--- config.mk ---
export PLATFORM = sky130hd
export DESIGN_NAME = gumnut_wb_sequencer
export DESIGN_NICKNAME = d
export VERILOG_FILES = /design/src/rtl/gumnut_wb_sequencer_pkg.sv /design/src/rtl/gumnut_wb_sequencer_wb_fifo.sv /design/src/rtl/gumnut_wb_sequencer.sv
export SDC_FILE = /design/constraint.sdc
export NUM_CORES = 1
export LEC_CHECK = 0
export BUFFER_PORTS_ARGS = -buffer_cell sky130_fd_sc_hd__buf_4
export CORE_MARGIN = 2
export CORE_UTILIZATION = 60
export DETAILED_ROUTE_END_ITERATION = 8
export PLACE_DENSITY = 0.89
export SYNTH_ARGS = -nofsm -noshare
export SYNTH_HDL_FRONTEND = slang
export SYNTH_HIERARCHICAL = 1
export SYNTH_SLANG_ARGS = --single-unit
export TNS_END_PERCENT = 1
--- constraint.sdc ---
create_clock -name clk -period 5.8 [get_ports clk]
set_input_delay 0.29 -clock clk [delete_from_list [all_inputs] [get_ports clk]]
set_output_delay 0.29 -clock clk [all_outputs]
set_load 0.05 [all_outputs]
--- src/rtl/gumnut_wb_sequencer_pkg.sv ---
// gumnut_pkg: shared widths and write-request type for the Gumnut write-back path
package gumnut_pkg;
  localparam int DATA_W = 8;
  localparam int RIDX_W = 3;
  localparam int NREGS = 8;
  typedef logic [RIDX_W-1:0] ridx_t;
  typedef struct packed {
    ridx_t rd;
    logic [DATA_W-1:0] dat;
  } wb_req_t;
endpackage

--- src/rtl/gumnut_wb_sequencer_wb_fifo.sv ---
// wb_fifo: small load-return queue; caller guarantees no push when full and no pop when empty
module wb_fifo
  import gumnut_pkg::*;
#(
  parameter int DEPTH = 2
) (
  input  logic    clk,
  input  logic    rst,
  input  logic    push,
  input  logic    pop,
  input  wb_req_t din,
  output wb_req_t dout,
  output logic    full,
  output logic    empty
);
  localparam int AW = $clog2(DEPTH);
  wb_req_t mem_q [DEPTH];
  wb_req_t mem_d [DEPTH];
  logic [AW-1:0] wp_q, wp_d, rp_q, rp_d;
  logic [AW:0] cnt_q, cnt_d;
  assign full = cnt_q == (AW+1)'(DEPTH);
  assign empty = cnt_q == '0;
  assign dout = mem_q[rp_q];
  always_comb begin
    mem_d = mem_q;
    if (push) mem_d[wp_q] = din;
    wp_d = wp_q + AW'(push);
    rp_d = rp_q + AW'(pop);
    cnt_d = cnt_q + (AW+1)'(push) - (AW+1)'(pop);
  end
  always_ff @(posedge clk or negedge rst) begin
    if (!rst) begin
      mem_q <= '{default: '0};
      wp_q <= '0;
      rp_q <= '0;
      cnt_q <= '0;
    end else begin
      mem_q <= mem_d;
      wp_q <= wp_d;
      rp_q <= rp_d;
      cnt_q <= cnt_d;
    end
  end
endmodule

--- src/rtl/gumnut_wb_sequencer.sv ---
// gumnut_wb_sequencer: arbitrates ALU results and load returns onto the register bank write port
// and tracks pending writes per register for RAW hazard detection.
module gumnut_wb_sequencer
  import gumnut_pkg::*;
#(
  parameter int DEPTH = 2,
  parameter int STARVE_MAX = 4,
  parameter int CNT_W = 2
) (
  input  logic       clk,
  input  logic       rst,
  input  logic       cen,
  input  logic       issue_v,
  input  logic [2:0] issue_rd,
  output logic       issue_rdy,
  input  logic       alu_v,
  input  logic [2:0] alu_rd,
  input  logic [7:0] alu_dat,
  output logic       alu_rdy,
  input  logic       mem_v,
  input  logic [2:0] mem_rd,
  input  logic [7:0] mem_dat,
  output logic       mem_rdy,
  input  logic [2:0] q_rs,
  input  logic [2:0] q_rs2,
  output logic       hazard,
  output logic       we_o,
  output logic [2:0] rd_o,
  output logic [7:0] dat_o,
  output logic       err
);
  localparam int SW = $clog2(STARVE_MAX + 1);
  localparam logic [CNT_W-1:0] CMAX = '1;
  logic full, empty, push, pop, forced, sel_v;
  wb_req_t head, sel;
  logic [SW-1:0] starve_q, starve_d;
  logic we_q, we_d, err_q, err_d;
  ridx_t rd_q, rd_d;
  logic [DATA_W-1:0] dat_q, dat_d;
  logic [CNT_W-1:0] cnt_q [NREGS];
  logic [CNT_W-1:0] cnt_d [NREGS];
  logic [NREGS-1:0] inc, dec;
  wb_fifo #(.DEPTH(DEPTH)) u_fifo (
    .clk  (clk),
    .rst  (rst),
    .push (push),
    .pop  (pop),
    .din  ({mem_rd, mem_dat}),
    .dout (head),
    .full (full),
    .empty(empty)
  );
  assign forced = (starve_q == SW'(STARVE_MAX)) && !empty;
  assign alu_rdy = cen & !forced;
  assign mem_rdy = cen & !full;
  assign issue_rdy = cen & (cnt_q[issue_rd] != CMAX);
  assign push = mem_v & mem_rdy;
  assign pop = cen & !empty & (forced | !alu_v);
  assign sel_v = pop | (alu_v & alu_rdy);
  assign sel = pop ? head : {alu_rd, alu_dat};
  assign hazard = (cnt_q[q_rs] != '0) | (cnt_q[q_rs2] != '0);
  assign inc = (issue_v & issue_rdy) ? NREGS'(1) << issue_rd : '0;
  assign dec = we_q ? NREGS'(1) << rd_q : '0;
  always_comb begin
    starve_d = starve_q;
    we_d = we_q;
    rd_d = rd_q;
    dat_d = dat_q;
    err_d = err_q;
    cnt_d = cnt_q;
    if (cen) begin
      starve_d = (pop | empty) ? '0 : starve_q + 1'b1;
      we_d = sel_v & (sel.rd != '0);
      rd_d = sel_v ? sel.rd : rd_q;
      dat_d = sel_v ? sel.dat : dat_q;
      // r0 is hardwired zero, so its counter never moves
      for (int r = 1; r < NREGS; r++) begin
        if (inc[r] && !dec[r]) cnt_d[r] = cnt_q[r] + 1'b1;
        else if (dec[r] && !inc[r]) begin
          if (cnt_q[r] == '0) err_d = 1'b1;
          else cnt_d[r] = cnt_q[r] - 1'b1;
        end
      end
    end
  end
  always_ff @(posedge clk or negedge rst) begin
    if (!rst) begin
      starve_q <= '0;
      we_q <= 1'b0;
      rd_q <= '0;
      dat_q <= '0;
      err_q <= 1'b0;
      cnt_q <= '{default: '0};
    end else begin
      starve_q <= starve_d;
      we_q <= we_d;
      rd_q <= rd_d;
      dat_q <= dat_d;
      err_q <= err_d;
      cnt_q <= cnt_d;
    end
  end
  assign we_o = we_q;
  assign rd_o = rd_q;
  assign dat_o = dat_q;
  assign err = err_q;
endmodule

---- Word-level counts from Yosys, hierarchy flattened ----
Cells that the tools add are included.
operators by class
  bitwise operators ....................... 18
  eq/ne operators ......................... 10
  reduce and logical (&&, ||, !) cells .... 60
  mux-type cells .......................... 62
  $lt $le $gt $ge ......................... 6
  $add $sub $neg .......................... 19
  shift-type cells ........................ 2
operators with widths
  cell                   count
  $mux W11               5
  $mux W2                27
  $bwmux W22             1
  $mux W1                22
  $reduce_and A3 Y1      7
  $bmux W2 S3            3
  $logic_not A1 Y1       18
  $reduce_bool A2 Y1     9
  $logic_and A1 B1 Y1    16
  $logic_not A2 Y1       8
  $mux W8                2
  $ne A2 B2 Y1 const B   8
  $shl A1 B3 Y8 const A  2
  $add A2 B1 Y2 const B  7
  $sub A2 B1 Y2 const B  7
  $ge A4 B4 Y1 const B   3
  $not A3 Y4             3
  $demux W11 S1          1
  $and A1 B1 Y1          9
  $ge A2 B2 Y1 const B   2
  $not A1 Y2             2
  $or A1 B1 Y1           4
  $add A3 B1 Y3 const B  1
  $eq A3 B3 Y1 const B   1
  other kinds (8)        9
word-level totals
  bits in registers ....................... 56
  bits of input ports ..................... 37
  output and inout bits ................... 17

---- Longest topological paths before layout ----
Gate-level depths: netlist of run 1.
  word-level depth ........................ 31
  gate-level depth with buffers ........... 10
  depth with buffers taken out ............ 9

---- Modules after synthesis ----
The synthesis of run 1 kept the hierarchy.
by module, submodules not included
  module               area an instance (um^2)  cells an instance  times used
  gumnut_wb_sequencer  2238.4                   261                1
  wb_fifo              1197.4                   74                 1

---- Worst setup path after synthesis of run 1 ----
Ideal clock, no wire load.
  kind .................................... in2reg
  start ................................... input cen
  end ..................................... register u_fifo/mem_q[0] (netlist name)
  arrival time ............................ 2.289 ns
  path buffers ............................ 3
  required time ........................... 5.675 ns
  setup slack ............................. 3.386 ns
  cell stages on the path ................. 7
  cell sequence ........................... buf_2 > buf_4 > nor2b_1 > and2_1 > ha_1 > buf_6 > mux2_2
on the way
  cells in the longest elaborated chain, start to end .. 2
ends and longest elaborated chain
  item                  line                               text
  start, declared       gumnut_wb_sequencer.sv:12          input logic cen,
  $and A1 B1 Y1         gumnut_wb_sequencer.sv:55          assign mem_rdy = cen & !full;
  via mem_rdy           gumnut_wb_sequencer.sv:23          output logic mem_rdy,
  $and A1 B1 Y1         gumnut_wb_sequencer.sv:57          assign push = mem_v & mem_rdy;
  via push              gumnut_wb_sequencer.sv:34          logic full, empty, push, pop, forced, sel_v;
  end signal, assigned  gumnut_wb_sequencer_wb_fifo.sv:38  mem_q <= mem_d;
  end, declared         gumnut_wb_sequencer_wb_fifo.sv:17  wb_req_t mem_q [DEPTH];
The timed path passes the listed nets, and every way through them passes these cells.
A chain may end at the register's enable or synchronous reset.

---- Final worst setup path of run 1 ----
  start ................................... register starve_q[0]
  end ..................................... register u_fifo.cnt_q[1]
on the way
  cells in the longest elaborated chain, start to end .. 5
ends and longest elaborated chain
  item                    line                               text
  start, declared         gumnut_wb_sequencer.sv:36          logic [SW-1:0] starve_q, starve_d;
  start signal, assigned  gumnut_wb_sequencer.sv:95          starve_q <= starve_d;
  $eq A3 B3 Y1            gumnut_wb_sequencer.sv:53          assign forced = (starve_q == SW'(STARVE_MAX)) && !empty;
  $logic_and A1 B1 Y1     gumnut_wb_sequencer.sv:53
  $or A1 B1 Y1            gumnut_wb_sequencer.sv:58          assign pop = cen & !empty & (forced | !alu_v);
  $and A1 B1 Y1           gumnut_wb_sequencer.sv:58
  $sub A2 B1 Y2           gumnut_wb_sequencer_wb_fifo.sv:29  cnt_d = cnt_q + (AW+1)'(push) - (AW+1)'(pop);
  via u_fifo.cnt_d[1]     gumnut_wb_sequencer_wb_fifo.sv:20  logic [AW:0] cnt_q, cnt_d;
  end signal, assigned    gumnut_wb_sequencer_wb_fifo.sv:41  cnt_q <= cnt_d;
  end, declared           gumnut_wb_sequencer_wb_fifo.sv:20
The timed path passes the listed nets, and every way through them passes these cells.

==> summary.txt, run 1 <==
Power and ir drop
  • Power Total: 1537 µW
  • LEAKAGE: between 0.0015 and 0.002 µW
  • Worst vdd ir: ~320 µV
  • Pwr Density: between 300 and 400 nW/µm²

STA
  • Slew margin rel.: 0.5339
  • Final min period: between 2 and 2.5 ns
  • Final setup fails: 0
  • Final hold slack: -0.001873 ns
  • Highest clock rate: about 470 MHz
  • Fin. max-slew vios: 0
  • Crit share post-route: 0.3659
  • Final hold viol count: 3
  • Setup TNS: 0 ns
  • Worst-margin pin slew: about 0.7 ns
  • Unrepaired setup endpoints after global routing: no
  • Clock Skews: ~0.0061 ns

Synth
  • Mean Syn Cell Area: about 10 µm²
  • Post-Synthesis Cells: 335
  • Top cell type's share of synthesized area: 0.4079
  • Top cells by area, synth: dfrtp_1 41%, mux2_2 7.9%, ha_1 7.3%
  • Sequential share of the synthesized area: 0.4079
  • Syn nets: a little under 400
  • Area leader, netlist: dfrtp_1
  • Synth cell types: 42
  • Post-synth EDFFs: 0
  • Most numerous cell in the Yosys netlist: dfrtp_1
  • Seq cells post-synth: 56
  • Most used DFF post-synth: dfrtp_1
  • Fraction of registers with async set/reset: 1.000
  • Synth top cells by count: 56 x dfrtp_1, 32 x nand2_1, 25 x inv_1, 24 x mux2_2, 20 x ha_1
  • Netlist Area Pre-Place: 3436 µm²
  • YS warnings: 6

Placement
  • DP Wirelength: 5345 µm
  • Port Buffer Count: 53
  • RD Place Congestion: around 0.9

CTS
  • TritonCTS buffer count: 5
  • H-tree level count: 2
  • CTS max path bufs: 2
  • Later-pin clock latency in the skew report: 0.32 ns
  • Root buf cell: clkbuf_8
  • Hold-fix buffers, CTS: 0
  • CTS resizes: 0
  • Sink Count: between 50 and 60
  • TritonCTS clock tree: yes
  • Post-CTS setup buffer count: 0
  • Reg clk slew, reported paths: ~0.1 ns

GRT
  • Overall routing resource usage: 0.2388
  • First-pass GRT wire length: 11830 µm
  • Vias in the first global route: 2616
  • Congestion Overflow GR: 0
  • Initial antenna violation count: 0
  • Pin count of the biggest net entering global routing: between 50 and 60

Route
  • DRT Wirelength: roughly 7000 µm
  • Routed WL per cell: between 15 and 20 µm
  • DRT antenna net count: 0
  • First-pass iteration count of the detailed router: 4
  • DRT iter0 DRCs: 87
  • DRC viols: 0
  • Vias: approximately 2600
  • Vias per cell: around 5.7

Finish
  • Layout cells sized above 1: 0.2617
  • Register area: roughly 1400 µm²
  • Fillers: roughly 400
  • Final core utilization: 0.7151
  • Area delta synth->final: 14.60%
  • Layout Nets: about 440
  • Area occupied by multi-input gates: approximately 1800 µm²
  • # diodes: 0

Outcome
  • Status: complete, but fails checks
  • Failing checks: negative hold slack

Critical path
  • Crit-path slowest cell: a21oi_4
  • Worst EP arrival: approximately 2.3 ns
  • CP dominant cell by count: ha_1
  • CP peak stage delay: around 0.51 ns
  • Worst-path maximum fanout: 15
  • Worst Setup End Kind: register
  • Crit path cell chain: inv_1, ha_1, nand2_2, a21oi_4, ha_1, inv_1, ha_1, xor3_1
  • Worst setup SP type: register
  • Worst setup path category: register to register
  • Worst path required time: ~6.0 ns

Die
  • I/O Pins: 54
  • Die Area: around 6300 µm²
  • Initial Util: 0.6239
  • Die Y: between 70 and 80 µm
  • Rows: 27
  • Core area: around 5500 µm²
  • DIE WIDTH: 79.67 µm

Min path
  • Hold crit path type: primary input to async pin

Job
  • Max Cap Viol: 0
critical path, delay by kind of cell (launching register included):
family | cells | cell delay (ns)
fa+ha+maj | 3 | 0.65
compound gates | 1 | 0.51
flops | 1 | 0.39
xor+xnor | 1 | 0.22
buf+inv | 2 | 0.15
simple gates | 1 | 0.09
state kept, by name, summed over array words and instances (netlist names):
name / cells
dat_o: 8
rd_o: 3
err: 1
u_fifo/mem_q: 22
u_fifo/wp_q: 1
cnt_q: 14
u_fifo/cnt_q: 2
starve_q: 3
we_o: 1
u_fifo/rp_q: 1
area by class of cell:
cell class	count	area share
Clock buffer	6	0.02097
Timing Repair Buffer	54	0.1030
Multi-Input combinational cell	243	0.4697
Clock inverter	2	0.003813
Tap cell	72	0.02288
Inverter	25	0.02383
Sequential cell	56	0.3559
where the power goes:
group / total [µW] / internal [µW] / switching [µW]
sequential: 652 / 529 / 123
combinational: 656 / 323 / 333
clock: 229 / 97.0 / 132
total: 1540 / 949 / 588
cells in the final DEF (no fill, tap or decap), drive strengths merged, types with 2 or more instances in the layout:
cell      count
dfrtp        56
buf          54
nand2        33
mux2         33
o21ai        27
inv          25
ha           20
nor2         17
nor2b        16
mux2i        12
nand2b        9
nor3          9
a21o          9
nor3b         8
nand3         7
nor4b         7
a21oi         7
clkbuf        6
nand4         4
mux4          3
a211o         3
and3          2
and2          2
o22ai         2
nor4          2
clkinvlp      2
routing by layer:
layer	wire length [µm]	track usage
met5	0	0
met4	81	0.06897
met3	311	0.05204
met2	3671	0.4218
met1	2959	0.2929
through the flow:
step | cells | setup WS [ns] | instance area [µm²]
after floorplan | 335 | 3.386 | 3436
after global placement | 450 | 3.764 | 3840
after detailed placement | 450 | 3.676 | 3840
after CTS | 458 | 3.665 | 3938
after global routing | 458 | 3.530 | 3938
final | 458 | 3.678 | 3938
path summary, 6_finish.rpt:
path                             start                to  slack, ns  depth (start not counted)
max in group asynchronous          rst         cnt_q[12]       5.32                          1
min in group clk            mem_dat[7]  u_fifo/mem_q[18]       0.21                          2
setup reg to reg           starve_q[0]   u_fifo/cnt_q[1]       3.68                          8
hold / removal                     rst          cnt_q[2]     -0.002                          1
hold reg to reg               dat_o[7]          dat_o[7]       0.50                          2
setup / recovery           starve_q[0]   u_fifo/cnt_q[1]       3.68                          8
logic make-up (layout without fill, tap and decap cells):
group | Yosys count | in the layout | synth area share
AOI/OAI and AO/OA | 54 | 54 | 0.09797
buffers and inverters | 36 | 87 | 0.05389
xor gates and xnor gates | 2 | 2 | 0.009468
DFF | 56 | 56 | 0.4079
muxes | 48 | 48 | 0.1726
and+or+nand+nor | 119 | 119 | 0.1854
adders and majority gates | 20 | 20 | 0.07283
No activity file was read; power rests on OpenSTA's default activity.
==> run 2, diff against run 1 <==
--- a/config.mk
+++ b/config.mk
@@ -5,11 +5,12 @@
 export SDC_FILE = /design/constraint.sdc
 export NUM_CORES = 1
 export LEC_CHECK = 0
+export ABC_AREA = 1
 export BUFFER_PORTS_ARGS = -buffer_cell sky130_fd_sc_hd__buf_4
 export CORE_MARGIN = 2
-export CORE_UTILIZATION = 60
+export CORE_UTILIZATION = 57
 export DETAILED_ROUTE_END_ITERATION = 8
-export PLACE_DENSITY = 0.89
+export PLACE_DENSITY = 0.85
 export SYNTH_ARGS = -nofsm -noshare
 export SYNTH_HDL_FRONTEND = slang
 export SYNTH_HIERARCHICAL = 1
==> constraint.sdc (replaced) <==
create_clock -name clk -period 1.98 [get_ports clk]
set_input_delay 0.099 -clock clk [delete_from_list [all_inputs] [get_ports clk]]
set_output_delay 0.099 -clock clk [all_outputs]
set_load 0.05 [all_outputs]
==> summary.txt, run 2 <==
Outcome
  • Status: complete, but fails checks
  • Failing checks: negative setup slack

Synth
  • Post-Synthesis Cells: 477 (+42%)
  • Post-synth EDFFs: 0 (unchanged)
  • Mean Syn Cell Area: 7.381 µm² (-28%)
  • Netlist Area Pre-Place: 3521 µm² (+2.5%)
  • Top cells by area, synth: dfrtp_1 40%, nand2_1 12%, inv_1 8.0%
  • Seq cells post-synth: 56 (unchanged)
  • Synth top cells by count: 117 x nand2_1, 75 x inv_1, 56 x dfrtp_1, 53 x nor2_1, 48 x o21ai_0
  • YS warnings: 6 (unchanged)
  • Fraction of registers with async set/reset: 1.000 (unchanged)
  • Top cell type's share of synthesized area: 0.3980 (-0.009856)
  • Most used DFF post-synth: dfrtp_1
  • Area leader, netlist: dfrtp_1
  • Synth cell types: 32 (-24%)
  • Sequential share of the synthesized area: 0.3980 (-0.009856)
  • Most numerous cell in the Yosys netlist: nand2_1
  • Syn nets: 534 (+36%)

Die
  • Rows: 28 (+3.7%)
  • Die Y: 82.60 µm (+3.7%)
  • Core area: 5956 µm² (+8.2%)
  • I/O Pins: 54 (unchanged)
  • Initial Util: 0.5912 (-0.03277)
  • Die Area: 6822 µm² (+7.5%)
  • DIE WIDTH: 82.60 µm (+3.7%)

GRT
  • Overall routing resource usage: 0.2747 (+0.03585)
  • Initial antenna violation count: 0 (unchanged)
  • Pin count of the biggest net entering global routing: 57 (unchanged)
  • Vias in the first global route: 3298 (+26%)
  • Congestion Overflow GR: 0 (unchanged)
  • First-pass GRT wire length: 14190 µm (+20%)

STA
  • Worst-margin pin slew: 0.7214 ns (+0.02224 ns)
  • Crit path setup slack, layout: -0.03985 ns (-3.718 ns)
  • Setup TNS: -0.08540 ns (-0.08540 ns)
  • Clock Skews: 0.01151 ns (+0.005456 ns)
  • Final min period: 2.020 ns (-0.1025 ns)
  • Final setup fails: 3 (+3)
  • Highest clock rate: 495.1 MHz (+5.1%)
  • Fin. max-slew vios: 0 (unchanged)
  • Slew margin rel.: 0.5191 (-0.01483)
  • Crit share post-route: 1.020 (+0.6542)
  • Final hold viol count: 0 (-3)
  • Final hold slack: 0.04140 ns (+0.04328 ns)
  • Unrepaired setup endpoints after global routing: yes

Power and ir drop
  • Clk network pwr share: 0.142 (-0.007)
  • Comb pwr share: 0.501 (+0.074)
  • Sequential share of power: 0.357 (-0.067)
  • Power Internal: 3120 µW (+230%)
  • Worst vdd ir: 850.0 µV (+170%)
  • Sw power: 2563 µW (+340%)
  • LEAKAGE: 0.002201 µW (+12%)
  • Switch share: 0.4510 (+0.06838)
  • Pwr Density: 1285 nW/µm² (+230%)

CTS
  • Root buf cell: clkbuf_8
  • Reg clk slew, reported paths: 0.12 ns (+0.02 ns)
  • TritonCTS clock tree: yes
  • H-tree level count: 2 (unchanged)
  • Sink Count: 56 (unchanged)
  • CTS max path bufs: 2 (unchanged)
  • TritonCTS buffer count: 5 (unchanged)
  • Later-pin clock latency in the skew report: 0.32 ns (about the same)

Finish
  • Layout Cells excl Fill: 632 (+38%)
  • Fillers: 438 (+9.0%)
  • Design area: 4423 µm² (+12%)
  • Most frequent cells in the layout: 116 x nand2_1, 75 x inv_1, 75 x buf_4
  • Register area: 1404 µm² (+0.18%)
  • Area delta synth->final: 25.62%
  • # diodes: 0 (unchanged)
  • Layout cells sized above 1: 0.2280 (-0.03365)
  • Most common cell after layout, fill and taps aside: nand2_1
  • Layout Nets: 613 (+39%)
  • Largest register FFs: 22 (unchanged)
  • Most flops, register: u_fifo/mem_q
  • Area occupied by multi-input gates: 1824 µm² (-1.4%)

Placement
  • DP Wirelength: 6170 µm (+15%)
  • Inst Count DP: 608 (+35%)
  • Port Buffer Count: 53 (unchanged)
  • RD Place Congestion: 0.8767 (-1.8%)
  • Area after DPL: 4074 µm² (+6.1%)

Route
  • DRC viols: 0 (unchanged)
  • DRT Wirelength: 8735 µm (+24%)
  • First-pass iteration count of the detailed router: 5 (+1)
  • Vias per cell: 5.386 (-5.8%)
  • DRT iter0 DRCs: 203 (+130%)
  • DRT antenna net count: 0 (unchanged)
  • Vias: 3404 (+30%)
  • Routed WL per cell: 13.82 µm (-9.9%)

Critical path
  • Worst Setup End Kind: register
  • Crit path cell chain: nand3_1, nand3_2, nand3_2, nand2_2, nor2_4, nand3_2, ha_4, nor3_4, nand3_2, xor2_1
  • Worst path required time: 2.19 ns (-3.81 ns)
  • CP peak stage delay: 0.43 ns (-0.08 ns)
  • CP dominant cell by count: nand3_2
  • Worst-path maximum fanout: 8 (-7)
  • Worst EP arrival: 2.23 ns (-0.09 ns)
  • Worst setup path category: register to register
  • Crit-path slowest cell: dfrtp_1
  • Worst setup SP type: register

Min path
  • Hold crit path type: primary input to register

Job
  • Max Cap Viol: 0 (unchanged)
==> run 2: what timing repair did <==
item	CTS	global route
endpoints found under the setup margin	6	13
resized for setup	2	19
hold endpoints to repair	76	0
hold buffers	12	0
buffers inserted	0	4
pin swaps	1	15
==> run 2: kinds of logic after synthesis <==
logic type / Yosys count / share of synthesized area
AOI/OAI and AO/OA: 73 / 0.1105
adders and majority gates: 20 / 0.07107
and+or+nand+nor: 216 / 0.2583
DFF: 56 / 0.3980
buffers and inverters: 94 / 0.1173
xor gates and xnor gates: 18 / 0.04478
==> run 2: area by class of cell <==
cell class              instances  area share
multi-input cells             327      0.4124
flip-flops and latches         56      0.3174
inverters                      79     0.06761
clock inverters                 3     0.01132
clock buffers                   5     0.01556
repair buffers                 87      0.1545
well taps                      75     0.02122
==> run 2: path summary, 6_finish.rpt <==
kind	cells after the start	startpoint	end	slack, ns
max in group asynchronous	2	rst	rd_o[1]	1.09
worst max-delay path	10	cnt_q[11]	cnt_q[7]	-0.04
worst max register to register	10	cnt_q[11]	cnt_q[7]	-0.04
worst min-delay path	3	alu_dat[1]	dat_o[1]	0.04
min in group asynchronous	2	rst	cnt_q[13]	0.37
worst min register to register	2	u_fifo/mem_q[12]	u_fifo/mem_q[12]	0.53
==> run 2: worst max-delay path: cells and delay by family (launching register included) <==
| kind | cells | cell delay [ns] |
|---|---|---|
| DFF | 1 | 0.43 |
| and+or+nand+nor | 8 | 1.04 |
| adders and majority gates | 1 | 0.27 |
| xor gates and xnor gates | 1 | 0.16 |
==> run 2: routing by layer <==
layer  routed length, µm  vias to the layer above  GRT usage
met3                 421                       25    0.04783
li1                    -                     1639          -
met2                4601                      110     0.4984
met4                 344                        0     0.1393
met1                3367                     1630     0.3076
met5                   0                        -          0
==> run 2: power by group through the flow <==
stage          combinational, µW  sequential [µW]  clock (µW)
3_5_place_dp                2700             2030           0
2_1_floorplan               1560             2340           0
3_3_place_gp                2600             2010           0
6_report                    2850             2030         808
5_1_grt                     3170             2080         861
4_1_cts                     2760             2010         824
==> run 2: through the flow <==
stage                     total power, µW  setup WS (ns)  utilization
after floorplan                      3899       -0.02445            -
after global placement               4605       -0.01180       0.6840
after detailed placement             4733       -0.01257       0.6840
after CTS                            5593       -0.01173       0.7250
after global routing                 6109        -0.1495       0.7426
final                                5683       -0.03985       0.7426
==> run 3, diff against run 2 <==
--- a/config.mk
+++ b/config.mk
@@ -11,6 +11,7 @@
 export CORE_UTILIZATION = 57
 export DETAILED_ROUTE_END_ITERATION = 8
 export PLACE_DENSITY = 0.85
+export REMOVE_ABC_BUFFERS = 1
 export SYNTH_ARGS = -nofsm -noshare
 export SYNTH_HDL_FRONTEND = slang
 export SYNTH_HIERARCHICAL = 1
==> summary.txt, run 3 (same netlist as run 2, synthesis figures left out) <==
Outcome
  • Status: complete, but fails checks
  • Failing checks: negative setup slack

Finish
  • # diodes: 0 (unchanged)
  • Most common cell after layout, fill and taps aside: nand2_1
  • Layout Nets: 614 (+0.16%)
  • Largest register FFs: 22 (unchanged)
  • Layout cells sized above 1: 0.2549 (+0.02693)
  • Layout Cells excl Fill: 632 (unchanged)
  • Area delta synth->final: 27.08%
  • Most flops, register: u_fifo/mem_q
  • Most frequent cells in the layout: 111 x nand2_1, 78 x buf_4, 73 x inv_1
  • Design area: 4474 µm² (+1.2%)

Critical path
  • Worst setup SP type: register
  • Crit path cell chain: nand2_1, nand2_1, nand2_1, nand2_2, nand3_2, nand4_4, nor2_1, ha_1, nor2_1, nand2_1, nand3_1, o21ai_0, nand2_1
  • R2r endpoint: err
  • R2R cell count: 13 (+3)
  • Worst Setup End Kind: register
  • CP dominant cell by count: nand2_1
  • RR Startpoint: cnt_q[5]
  • Worst EP arrival: 2.27 ns (+0.04 ns)
  • CP peak stage delay: 0.40 ns (-0.03 ns)
  • CP endpoint: err
  • Worst-path maximum fanout: 7 (-1)
  • Crit-path slowest cell: dfrtp_1
  • Worst setup path startpoint: cnt_q[5]
  • Worst path required time: 2.19 ns (about the same)
  • Worst setup path category: register to register
  • Flop2flop setup slack: -0.09 ns (-0.05 ns)

GRT
  • Pin count of the biggest net entering global routing: 57 (unchanged)
  • First-pass GRT wire length: 13410 µm (-5.5%)
  • Overall routing resource usage: 0.2555 (-0.01920)
  • Vias in the first global route: 3089 (-6.3%)
  • Initial antenna violation count: 0 (unchanged)
  • Congestion Overflow GR: 0 (unchanged)

Die
  • Core area: 5956 µm² (unchanged)
  • Initial Util: 0.5912 (unchanged)
  • Rows: 28 (unchanged)
  • DIE WIDTH: 82.60 µm (unchanged)
  • I/O Pins: 54 (unchanged)
  • Die Y: 82.60 µm (unchanged)
  • Die Area: 6822 µm² (unchanged)

Route
  • DRT antenna net count: 0 (unchanged)
  • First-pass iteration count of the detailed router: 5 (unchanged)
  • Vias per cell: 5.402 (+0.29%)
  • Routed WL per cell: 14.17 µm (+2.5%)
  • DRT Wirelength: 8957 µm (+2.5%)
  • DRT iter0 DRCs: 208 (+2.5%)
  • DRC viols: 0 (unchanged)
  • Vias: 3414 (+0.29%)

STA
  • Slew margin rel.: 0.5233 (+0.004213)
  • Highest clock rate: 484.0 MHz (-2.2%)
  • Final min period: 2.066 ns (+0.04608 ns)
  • Unrepaired setup endpoints after global routing: yes
  • Final hold viol count: 0 (unchanged)
  • Crit share post-route: 1.043 (+0.02327)
  • Fin. max-slew vios: 0 (unchanged)
  • Crit path setup slack, layout: -0.08593 ns (-0.04608 ns)
  • Setup TNS: -0.1568 ns (-0.07141 ns)
  • Final setup fails: 5 (+2)
  • Clock Skews: 0.003177 ns (-0.008333 ns)
  • Worst-margin pin slew: 0.7151 ns (-0.006319 ns)

Placement
  • Port Buffer Count: 53 (unchanged)
  • Inst Count DP: 604 (-0.66%)
  • DP Wirelength: 5874 µm (-4.8%)
  • Area after DPL: 4004 µm² (-1.7%)
  • RD Place Congestion: 0.9684 (+10%)

CTS
  • TritonCTS clock tree: yes
  • CTS max path bufs: 2 (unchanged)
  • Root buf cell: clkbuf_8
  • Later-pin clock latency in the skew report: 0.31 ns (about the same)
  • Sink Count: 56 (unchanged)
  • TritonCTS buffer count: 5 (unchanged)
  • H-tree level count: 2 (unchanged)
  • Reg clk slew, reported paths: 0.10 ns (-0.02 ns)

Power and ir drop
  • Worst vdd ir: 756.5 µV (-11%)
  • Power Total: 5852 µW (+3.0%)
  • Pwr Density: 1308 nW/µm² (+1.8%)
  • LEAKAGE: 0.002211 µW (+0.45%)

Min path
  • Hold crit path type: primary input to register
  • Hold Crit Start: mem_dat[6]

Job
  • Max Cap Viol: 0 (unchanged)
run 3: changes by cell type in the layout (fill, tap and decap cells not counted), sizes merged:
cell	delta
buf	+4
dlygate4sd3	-3
inv	-2
bufinv	+1
run 3: how the worst min path moves through the flow:
stage / cells past startpoint / slack, ns / to
6_report: 3 / 0.004 / u_fifo/mem_q[6]
3_3_place_gp: 1 / 0.20 / cnt_q[6]
3_5_place_dp: 1 / 0.20 / cnt_q[7]
5_1_grt: 3 / 0.003 / u_fifo/mem_q[6]
4_1_cts: 3 / 0.0001 / u_fifo/mem_q[21]
2_1_floorplan: 0 / -0.20 / cnt_q[0]
run 3: per-layer routing:
layer / vias up / share of wire / GRT usage
met4: 0 / 0.018 / 0.06721
li1: 1633 / - / -
met1: 1625 / 0.40 / 0.3136
met5: - / 0 / 0
met3: 19 / 0.062 / 0.03804
met2: 137 / 0.52 / 0.4669
run 3: where the power goes:
group          leakage [µW]  internal [µW]  switching [µW]  total, µW
clock             0.0000642            498             383        882
sequential         0.000664           1680             368       2040
combinational       0.00148           1090            1830       2930
run 3: layout make-up:
| class | instances | area (µm²) |
|---|---|---|
| well taps | 75 | 93.84 |
| clock inverters | 2 | 60.06 |
| clock buffers | 5 | 68.82 |
| inverters | 79 | 299.0 |
| flip-flops and latches | 56 | 1403 |
| multi-input cells | 327 | 1863 |
| repair buffers | 88 | 686.9 |
| fillers | 437 | 1481 |
run 3: worst max-delay path, delay by kind of cell, from the launching register on:
| family | cells | cell delay, ns |
|---|---|---|
| flip-flops | 1 | 0.40 |
| AND/OR/NAND/NOR | 11 | 1.14 |
| AO/OA/AOI/OAI | 1 | 0.20 |
| adder cells (fa/ha/maj) | 1 | 0.22 |
run 3: what timing repair did:
item                       in CTS  in global routing
setup endpoints to repair       3                 16
buffers inserted                0                 12
pin swaps                       0                 24
resized for setup               3                 40
hold buffers                    8                  1
hold endpoints to repair       63                  1
run 3: through the flow:
step | hold slack, ns | util | setup WS [ns]
6_report | 0.003551 | 0.7513 | -0.08593
5_1_grt | 0.002735 | 0.7513 | -0.2696
4_1_cts | 0.0001367 | 0.7090 | 0.00002420
3_5_place_dp | 0.1988 | 0.6723 | -0.04772
3_3_place_gp | 0.2000 | 0.6723 | 0.04918
2_1_floorplan | -0.1966 | - | -0.1639
